--- src/rtl/strobe_divider_pkg.sv ---
`default_nettype none
// ============================================================================
//  Module      : strobe_pkg
//  Description : Shared mode encodings and one-shot state type for the
//                runtime-programmable strobe divider.
//  Revision    : 1.0 - initial release
// ============================================================================
package strobe_pkg;

    // Operating mode encodings carried on the 2-bit mode input
    localparam logic [1:0] MODE_PULSE    = 2'd0;
    localparam logic [1:0] MODE_SQUARE   = 2'd1;
    localparam logic [1:0] MODE_ONESHOT  = 2'd2;
    localparam logic [1:0] MODE_RESERVED = 2'd3;  // decoded as PULSE

    // One-shot controller states
    typedef enum logic [0:0] {
        IDLE = 1'b0,
        RUN  = 1'b1
    } oneshot_state_t;

endpackage
`default_nettype wire

--- src/rtl/strobe_divider_if.sv ---
`default_nettype none
// ============================================================================
//  Module      : strobe_divider_if
//  Description : Control/status bundle of the strobe divider. The master side
//                programs and triggers the divider, the slave side is the
//                divider itself.
//  Revision    : 1.0 - initial release
// ============================================================================
interface strobe_divider_if #(
    parameter int WIDTH = 16
);
    logic             enable;
    logic [1:0]       mode;
    logic [WIDTH-1:0] div_in;
    logic             div_load;
    logic             start;
    logic             sync;
    logic             strobe;
    logic             square;
    logic             busy;
    logic [WIDTH-1:0] div_cur;

    modport master (
        output enable, mode, div_in, div_load, start, sync,
        input  strobe, square, busy, div_cur
    );

    modport slave (
        input  enable, mode, div_in, div_load, start, sync,
        output strobe, square, busy, div_cur
    );
endinterface
`default_nettype wire

--- src/rtl/strobe_divider_div_counter.sv ---
`default_nettype none
// ============================================================================
//  Module      : div_counter
//  Description : Down-counter with synchronous reload and a zero (terminal
//                count) flag. Saturates at zero rather than wrapping.
//  Revision    : 1.0 - initial release
// ============================================================================
module div_counter #(
    parameter int WIDTH = 16
) (
    input  wire logic             clk,
    input  wire logic             reset,
    input  wire logic             i_load,
    input  wire logic [WIDTH-1:0] i_load_val,
    input  wire logic             i_dec,
    output logic      [WIDTH-1:0] o_count,
    output logic                  o_zero
);

    localparam logic [WIDTH-1:0] c_one = {{(WIDTH-1){1'b0}}, 1'b1};

    logic [WIDTH-1:0] r_count;

    // Reload has priority over decrement; a decrement at zero is dropped
    always_ff @(posedge clk) begin
        if (reset) begin
            r_count <= '0;
        end else if (i_load) begin
            r_count <= i_load_val;
        end else if (i_dec && (r_count != '0)) begin
            r_count <= r_count - c_one;
        end
    end

    assign o_count = r_count;
    assign o_zero  = (r_count == '0);

endmodule
`default_nettype wire

--- src/rtl/strobe_divider.sv ---
`default_nettype none
// ============================================================================
//  Module      : strobe_divider
//  Description : Runtime-programmable strobe / clock-enable generator with
//                glitch-free divisor update, enable hold, phase resync,
//                ~50% square output and a one-shot mode.
//  Revision    : 1.0 - initial release
// ============================================================================
module strobe_divider
    import strobe_pkg::*;
#(
    parameter int WIDTH       = 16,
    parameter int DEFAULT_DIV = 2
) (
    input  wire logic       clk,
    input  wire logic       reset,
    strobe_divider_if.slave bus
);

    localparam logic [WIDTH-1:0] c_one         = {{(WIDTH-1){1'b0}}, 1'b1};
    localparam logic [WIDTH-1:0] c_default_div = WIDTH'(DEFAULT_DIV);

    // A divisor of zero behaves exactly like a divisor of one
    function automatic logic [WIDTH-1:0] eff_div(input logic [WIDTH-1:0] d);
        eff_div = (d == '0) ? c_one : d;
    endfunction

    // Registered state
    oneshot_state_t   r_state;
    logic [WIDTH-1:0] r_div_cur;
    logic [WIDTH-1:0] r_pending;
    logic             r_pend_valid;
    logic             r_strobe;
    logic             r_square;

    // Counter interface
    logic [WIDTH-1:0] w_count;
    logic             w_cnt_zero;

    // Edge decisions
    logic             w_oneshot;
    logic             w_running;
    logic             w_tc;
    logic             w_start;
    logic             w_reload;
    logic             w_dec;
    logic [WIDTH-1:0] w_div_next;
    logic [WIDTH-1:0] w_neff_next;
    logic [WIDTH-1:0] w_load_val;
    logic [WIDTH-1:0] w_count_next;
    logic [WIDTH-1:0] w_neff_period;
    logic             w_square_next;

    // Decide, for this edge, whether the counter reloads, decrements or holds,
    // and precompute the square level that matches the post-edge count.
    always_comb begin
        w_oneshot = (bus.mode == MODE_ONESHOT);
        w_running = (r_state == RUN);

        // Terminal count: natural zero or a forced resync. In one-shot mode
        // only a running countdown can terminate; IDLE ignores sync.
        w_tc      = bus.enable && (w_cnt_zero || bus.sync) && (!w_oneshot || w_running);
        w_start   = bus.enable && w_oneshot && !w_running && bus.start;
        w_reload  = w_tc || w_start;
        w_dec     = bus.enable && !w_reload && (!w_oneshot || w_running);

        // A staged divisor only ever takes effect at a reload, so a period
        // in progress always completes with the divisor it started with.
        w_div_next  = r_pend_valid ? r_pending : r_div_cur;
        w_neff_next = eff_div(w_div_next);
        w_load_val  = w_neff_next - c_one;

        if (w_reload) begin
            w_count_next  = w_load_val;
            w_neff_period = w_neff_next;
        end else begin
            w_count_next  = (w_dec && !w_cnt_zero) ? (w_count - c_one) : w_count;
            w_neff_period = eff_div(r_div_cur);
        end

        // High for the first ceil(N/2) counts of each period (count N-1 down
        // to floor(N/2)), so the rising edge lines up with the strobe.
        w_square_next = (w_count_next >= (w_neff_period >> 1));
    end

    div_counter #(
        .WIDTH (WIDTH)
    ) u_counter (
        .clk        (clk),
        .reset      (reset),
        .i_load     (w_reload),
        .i_load_val (w_load_val),
        .i_dec      (w_dec),
        .o_count    (w_count),
        .o_zero     (w_cnt_zero)
    );

    // Divisor staging: latch requests at any time, commit them on reload.
    // A load on the same edge as a reload stays pending for the next one.
    always_ff @(posedge clk) begin
        if (reset) begin
            r_div_cur    <= c_default_div;
            r_pending    <= c_default_div;
            r_pend_valid <= 1'b0;
        end else begin
            if (w_reload && r_pend_valid) begin
                r_div_cur <= r_pending;
            end
            if (bus.div_load) begin
                r_pending    <= bus.div_in;
                r_pend_valid <= 1'b1;
            end else if (w_reload) begin
                r_pend_valid <= 1'b0;
            end
        end
    end

    // One-shot FSM and registered strobe/square shaping; disable freezes all
    // but the strobe, which is forced low.
    always_ff @(posedge clk) begin
        if (reset) begin
            r_state  <= IDLE;
            r_strobe <= 1'b0;
            r_square <= 1'b0;
        end else if (!bus.enable) begin
            r_strobe <= 1'b0;
        end else begin
            r_strobe <= w_tc;
            if (w_oneshot) begin
                r_square <= 1'b0;
                if (w_start) begin
                    r_state <= RUN;
                end else if (w_tc) begin
                    r_state <= IDLE;
                end
            end else begin
                // Periodic modes keep the FSM parked so entering one-shot
                // always begins from IDLE.
                r_square <= w_square_next;
                r_state  <= IDLE;
            end
        end
    end

    assign bus.strobe  = r_strobe;
    assign bus.square  = r_square;
    assign bus.busy    = w_oneshot ? w_running : bus.enable;
    assign bus.div_cur = r_div_cur;

endmodule
`default_nettype wire

--- src/flat_wrapper.sv ---
// flat-port wrapper written by rule: the top's interface ports become plain ports
module strobe_divider_flat import strobe_pkg::*;
#(
    parameter int WIDTH       = 16,
    parameter int DEFAULT_DIV = 2
)
  (clk, reset, bus_enable, bus_mode, bus_div_in, bus_div_load, bus_start, bus_sync, bus_strobe, bus_square, bus_busy, bus_div_cur);
  strobe_divider_if #(.WIDTH(WIDTH)) bus_i ();
  input  wire logic clk;
  input  wire logic reset;
  input wire logic [$bits(bus_i.enable)-1:0] bus_enable;
  input wire logic [$bits(bus_i.mode)-1:0] bus_mode;
  input wire logic [$bits(bus_i.div_in)-1:0] bus_div_in;
  input wire logic [$bits(bus_i.div_load)-1:0] bus_div_load;
  input wire logic [$bits(bus_i.start)-1:0] bus_start;
  input wire logic [$bits(bus_i.sync)-1:0] bus_sync;
  output wire logic [$bits(bus_i.strobe)-1:0] bus_strobe;
  output wire logic [$bits(bus_i.square)-1:0] bus_square;
  output wire logic [$bits(bus_i.busy)-1:0] bus_busy;
  output wire logic [$bits(bus_i.div_cur)-1:0] bus_div_cur;
  assign bus_i.enable = bus_enable;
  assign bus_i.mode = bus_mode;
  assign bus_i.div_in = bus_div_in;
  assign bus_i.div_load = bus_div_load;
  assign bus_i.start = bus_start;
  assign bus_i.sync = bus_sync;
  assign bus_strobe = bus_i.strobe;
  assign bus_square = bus_i.square;
  assign bus_busy = bus_i.busy;
  assign bus_div_cur = bus_i.div_cur;
  strobe_divider #(.WIDTH(WIDTH), .DEFAULT_DIV(DEFAULT_DIV)) u_core (.clk(clk), .reset(reset), .bus(bus_i));
endmodule
--- config.mk ---
export PLATFORM = sky130hd
export DESIGN_NAME = strobe_divider_flat
export DESIGN_NICKNAME = d
export VERILOG_FILES = /design/src/rtl/strobe_divider_pkg.sv /design/src/rtl/strobe_divider_if.sv /design/src/rtl/strobe_divider_div_counter.sv /design/src/rtl/strobe_divider.sv /design/src/flat_wrapper.sv
export SDC_FILE = /design/constraint.sdc
export NUM_CORES = 1
export LEC_CHECK = 0
export ABC_AREA = 0
export CORE_UTILIZATION = 60
export DETAILED_ROUTE_END_ITERATION = 8
export PLACE_DENSITY = 0.9
export SLEW_MARGIN = 20
export SYNTH_ARGS = -nofsm -noshare
export SYNTH_HDL_FRONTEND = slang
export SYNTH_SLANG_ARGS = --single-unit
export TNS_END_PERCENT = 100
--- constraint.sdc ---
create_clock -name clk -period 9.12 [get_ports clk]
set_input_delay 0.912 -clock clk [delete_from_list [all_inputs] [get_ports clk]]
set_output_delay 0.912 -clock clk [all_outputs]
set_load 0.005 [all_outputs]
# After elaboration in Yosys (flattened, before gate mapping)

Cells that the tools add are included.

Output and inout port bits: 19
Flip-flop bits (word level): 52
Logic and storage cells: 53

Muxes and demuxes: 15
Reductions and logical operators: 25
Add/sub/neg operators: 2
Equality and inequality tests: 2
Bitwise operators: 1
Magnitude comparators: 1

Operators with widths:

| kind                                               | count |
|---|---|
| 2-to-1 mux 16 bit                                  | 8 |
| logical NOT 16 bit                                 | 3 |
| subtractor 16 x 1 -> 16 bit, second input constant | 2 |
| >= comparator 16 x 15 -> 1 bit                     | 1 |
| nonzero test 16 bit                                | 1 |
| logical AND 1 bit                                  | 10 |
| 2-to-1 mux 1 bit                                   | 7 |
| logical NOT 1 bit                                  | 4 |
| nonzero test 2 bit                                 | 2 |
| logical OR 1 bit                                   | 3 |
| != test 3 bit, second input constant               | 1 |
| equality test 2 bit, second input constant         | 1 |
| AND reduction 2 bit                                | 1 |
| OR reduction 2 bit                                 | 1 |
| inverter 1 bit                                     | 1 |

# Depth between registers and ports, before layout

Depth in word-level cells: 13
Mapped depth: 21
Gate-level depth less buffers: 19

# Hierarchy

A second synthesis with hierarchy kept.

Cell total of the unflattened synthesis: 455
Area total of the unflattened synthesis: 3827.4 sq um

By module, submodules not included:

| module         | cells an instance | area each (sq um) | instances | sequential area each (sq um) |
|---|---|---|---|---|
| strobe_divider | 341               | 2882.8            | 1         | 720.7 |
| div_counter    | 114               | 944.7             | 1         | 320.3 |

# Worst setup path before layout

Ideal clock, no wire load.

Path kind: input-to-reg
Start: in bus_mode[0]
End: reg u_core.r_square (netlist: u_core.bus.square)
Data arrival time: 3.718 ns
Stages: 15
Setup slack: 5.282 ns
Setup time: 0.120 ns
Cell sequence: or3b_1 > buf_2 > and2_4 > buf_6 > a31o_1 > nand2_1 > buf_4 > mux2i_1 > ha_1 > a2111oi_0 > o21ai_0 > a221oi_1 > o21bai_1 > nor3_1 > o21ai_1

Cells in the longest elaborated chain, start to end: 13
Elaborated cells on any way between the ends: 17

RTL lines:

| element                                                | line                                                             | source |
|---|---|---|
| start: declaration                                     | flat_wrapper.sv:12                                               | `input wire logic [$bits(bus_i.mode)-1:0] bus_mode;` |
| equality test 2 bit *                                  | strobe_divider.sv:57                                             | `w_oneshot = (bus.mode == MODE_ONESHOT);` |
| logical NOT 1 bit or logical AND 1 bit (tied branches) | strobe_divider.sv:62, strobe_divider.sv:65, strobe_divider.sv:63 |  |
| logical OR 1 bit or logical AND 1 bit (tied branches)  | strobe_divider.sv:62, strobe_divider.sv:65, strobe_divider.sv:63 |  |
| logical AND 1 bit (on tied branches)                   | strobe_divider.sv:62, strobe_divider.sv:63                       |  |
| logical OR 1 bit                                       | strobe_divider.sv:64                                             | `w_reload = w_tc \|\| w_start;` |
| logical NOT 1 bit                                      | strobe_divider.sv:65                                             | `w_dec = bus.enable && !w_reload && (!w_oneshot \|\| w_running);` |
| logical AND 1 bit (2 in a row)                         | strobe_divider.sv:65                                             |  |
| logical AND 1 bit                                      | strobe_divider.sv:77                                             | `w_count_next = (w_dec && !w_cnt_zero) ? (w_count - c_one) : w_count;` |
| 2-to-1 mux 16 bit                                      | strobe_divider.sv:77                                             |  |
| 2-to-1 mux 16 bit                                      | strobe_divider.sv:73                                             | `if (w_reload) begin` |
| >= comparator 16 x 15 -> 1 bit                         | strobe_divider.sv:83                                             | `w_square_next = (w_count_next >= (w_neff_period >> 1));` |
| 2-to-1 mux 1 bit *                                     | strobe_divider.sv:129                                            | `if (w_oneshot) begin` |
| end signal: assignment                                 | strobe_divider.sv:139                                            | `r_square <= w_square_next;` |
| end: declaration                                       | strobe_divider.sv:34                                             | `logic r_square;` |

Mark *: on every way between the ends. The rest lies on a longest branch, timed or not.
A chain may end at the register's enable or synchronous reset.

# Worst setup path after layout

Start: in bus_mode[1]
End: reg u_core.r_square (netlist: u_core.bus.square)

The elaborated chain is that of the path after synthesis.

==> qor.yml <==
run_status:
  status: "finished clean"
synth:
  synthFlopType: "dfxtp_1"
  syn_inst: 404
  synthSimpleGateAreaFrac_pct: 23.1
  ys_warn_count: 0
  ys_types: 62
  synth_xor_area_share_pct: 3.40
  synth_top_family_by_area: "simple AND/OR/NAND/NOR gates"
  async_reset_ff_share_pct: 0
  synth_adder_area_share_pct: 6.73
  synth_compound_area_share_pct: 19.1
  synth_nets: 446
  yosysSeqAreaShare_pct: 31.1
  synth.avg_cell_area_um2: 8.28
  synth_edf_count: 0
  syn_area_um2: 3340
  synth_seq_cells: 52
  synth_mux_area_share_pct: 12.9
timing:
  tightestPinTransition_ns: 1.11
  setup_ws_ns: 3.81
  fin_tns_setup_ns: 0
  relSlewSlack_pct: 26.0
  period_share_pct: 58.3
  finalClockSkew_ns: 0.0158
  fmax_mhz: 188
  setup_violations: 0
  hold_violations: 0
  period_needed_ns: 5.31
  rsz0062_at_grt: "no"
  finalHoldWorstSlack_ns: 0.469
  drv_slew: 0
clocking:
  clock_sinks: 52
  cts_resized: 0
  postCtsSetupBuffers: 0
  cts-root-buf: "clkbuf_8"
  clk_path_buf_depth: 2
  cts_made_buffers: 5
  cts.clk_slew.worst_paths_ns: 0.10
  htreeDepth: 2
  clk-insertion-delay-late_ns: 0.31
  cts_tree: "built"
  postCtsHoldBufs: 0
route:
  ant_nets: 0
  drc_errors: 0
  wirelength_mm: 8.48
  drtIter0Drc: 265
  first_pass_iters: 5
  vias: 3148
  wl_per_cell_um: 16.8
  post_drt_via_cell_ratio: 6.23
global_routing:
  antenna_found_initial: 0
  first_global_vias: 2985
  overflow: 0
  grt_start_max_net_pins: 54
  grt_pass1_wl_mm: 14.1
  grt_usage_pct: 29.7
die:
  placementRows: 26
  die_w_um: 76.7
  ios: 43
  coreArea_um2: 5240
  die_area_um2: 5880
  start_util_pct: 63.9
  die_y_um: 76.7
critical_path:
  cp.required_ns: 9.33
  reg2reg_depth: 12
  crit_start: "bus_mode[1]"
  worstSetupPathType: "input port to flip-flop"
  reg2reg_slack_ns: 4.29
  path_max_fanout: 23
  arrival_ns: 5.53
  start_kind: "input port"
  r2r-start: "u_core.u_counter.o_count[2]$_SDFFE_PP0P_"
  rr_endpoint: "u_core.bus.square$_SDFFE_PP0P_"
  endpoint: "u_core.bus.square$_SDFFE_PP0P_"
  end_kind: "flip-flop"
layout:
  finalNetCount: 476
  drive_gt1_share_pct: 5.29
  num_antenna_cells: 0
  area_delta_synth_final_pct: 15.0
  post-route-util_pct: 73.4
  stdcell_area_um2: 3850
  layout.cells.non_filler: 505
place:
  dpl-instance-area_um2: 3750
  gp_congestion: 0.918
  portBuffers: 42
  dp_hpwl_mm: 6.21
  dpl.cell_count: 497
  place_ws_ns: 3.57
pwr:
  p_per_area_nw_per_um2: 176
  fin_total_pwr_mw: 0.675
  irDropWorstVdd_mv: 0.100
  leakagePower_nw: 1.54
run:
  cap_violations: 0
min_path:
  hold_class: "flip-flop to flip-flop"
## where the power goes
part / internal [mW] / switching, mW / total (mW)
registers: 0.246 / 0.0209 / 0.267
clock network: 0.0608 / 0.0790 / 0.140
logic: 0.114 / 0.154 / 0.268
## cells by family (layout without fill, tap and decap cells)
logic type	Yosys count	count (layout)
adders and majority gates	18	18
buffers and inverters	25	56
DFF	52	52
AOI/OAI and AO/OA	96	96
and+or+nand+nor	157	157
muxes	43	43
xor gates and xnor gates	13	13
## Yosys cell counts, types with 3 or more instances
library cell / instances / share of area [%]
xor2_1: 7 / 1.8
inv_1: 5 / 0.56
nor3_1: 21 / 3.1
ha_1: 18 / 6.7
nor3b_1: 9 / 2.0
o21ai_1: 4 / 0.60
mux2i_1: 41 / 12
clkbuf_1: 9 / 1.0
xnor2_1: 6 / 1.6
o21a_1: 3 / 0.67
a21oi_1: 18 / 2.7
dfxtp_1: 52 / 31
a31oi_1: 3 / 0.56
nand3_1: 11 / 1.6
o22ai_1: 5 / 0.94
a211oi_1: 6 / 1.3
nor2_1: 61 / 6.8
or3_1: 3 / 0.56
nor2b_1: 10 / 1.9
nand2_1: 21 / 2.4
buf_2: 6 / 0.90
nand4_1: 3 / 0.56
a221oi_1: 3 / 0.79
buf_4: 3 / 0.67
or2_2: 4 / 0.75
o21ai_0: 28 / 4.2
## sequential cells by signal (all words and copies together), names as in the netlist
| name | cells |
|---|---|
| u_core.r_state | 1 |
| u_core.r_pending | 16 |
| u_core.bus.strobe | 1 |
| u_core.bus.div_cur | 16 |
| u_core.r_pend_valid | 1 |
| u_core.bus.square | 1 |
| u_core.u_counter.o_count | 16 |
## layout by cell type (no fill, tap or decap), types with 6 or more instances in the layout
cell / instances
a211oi_1: 6
a21oi_1: 18
clkbuf_8: 6
clkdlybuf4s50_1: 41
dfxtp_1: 52
ha_1: 18
mux2i_1: 41
nand2_1: 21
nand3_1: 11
nor2_1: 61
nor2b_1: 10
nor3_1: 21
nor3b_1: 9
o21ai_0: 28
xnor2_1: 6
xor2_1: 7
## how the worst min path moves through the flow
stage / depth (start not counted) / to / slack (ns) / from
after floorplan: 2 / u_core.bus.square$_SDFFE_PP0P_ / 0.44 / u_core.bus.square$_SDFFE_PP0P_
after global placement: 2 / u_core.bus.square$_SDFFE_PP0P_ / 0.44 / u_core.bus.square$_SDFFE_PP0P_
after detailed placement: 2 / u_core.bus.square$_SDFFE_PP0P_ / 0.45 / u_core.bus.square$_SDFFE_PP0P_
after CTS: 2 / u_core.bus.square$_SDFFE_PP0P_ / 0.47 / u_core.bus.square$_SDFFE_PP0P_
after global routing: 2 / u_core.bus.square$_SDFFE_PP0P_ / 0.48 / u_core.bus.square$_SDFFE_PP0P_
final: 2 / u_core.bus.square$_SDFFE_PP0P_ / 0.47 / u_core.bus.square$_SDFFE_PP0P_
## per-layer routing
metal / wire length (um) / vias up / track usage (%)
met3: 591 / 22 / 5.95
met2: 3890 / 144 / 48.0
li1: - / 1534 / -
met5: 0 / - / 0
met1: 3810 / 1448 / 38.8
met4: 191 / 0 / 11.0
## worst max-delay path, cell delays in order
cell             delay [ns]
clkdlybuf4s50_1        0.47
or3b_1                 0.47
mux2i_1                0.31
a31o_1                 0.68
nand2_1                0.67
mux2i_1                0.39
ha_1                   0.30
a2111oi_0              0.49
o21ai_0                0.21
a221oi_1               0.32
o21bai_1               0.10
nor3_1                 0.13
o21ai_1                0.09
## cell type report
| cell class | count | area, um^2 |
|---|---|---|
| multi-input cells | 327 | 2180 |
| fillers | 390 | 1390 |
| flip-flops and latches | 52 | 1040 |
| repair buffers | 43 | 423 |
| well taps | 70 | 87.6 |
| clock buffers | 6 | 82.6 |
| inverters | 5 | 18.8 |
| clock inverters | 2 | 10.0 |
Note: power is estimated with default switching activity, not from simulation.
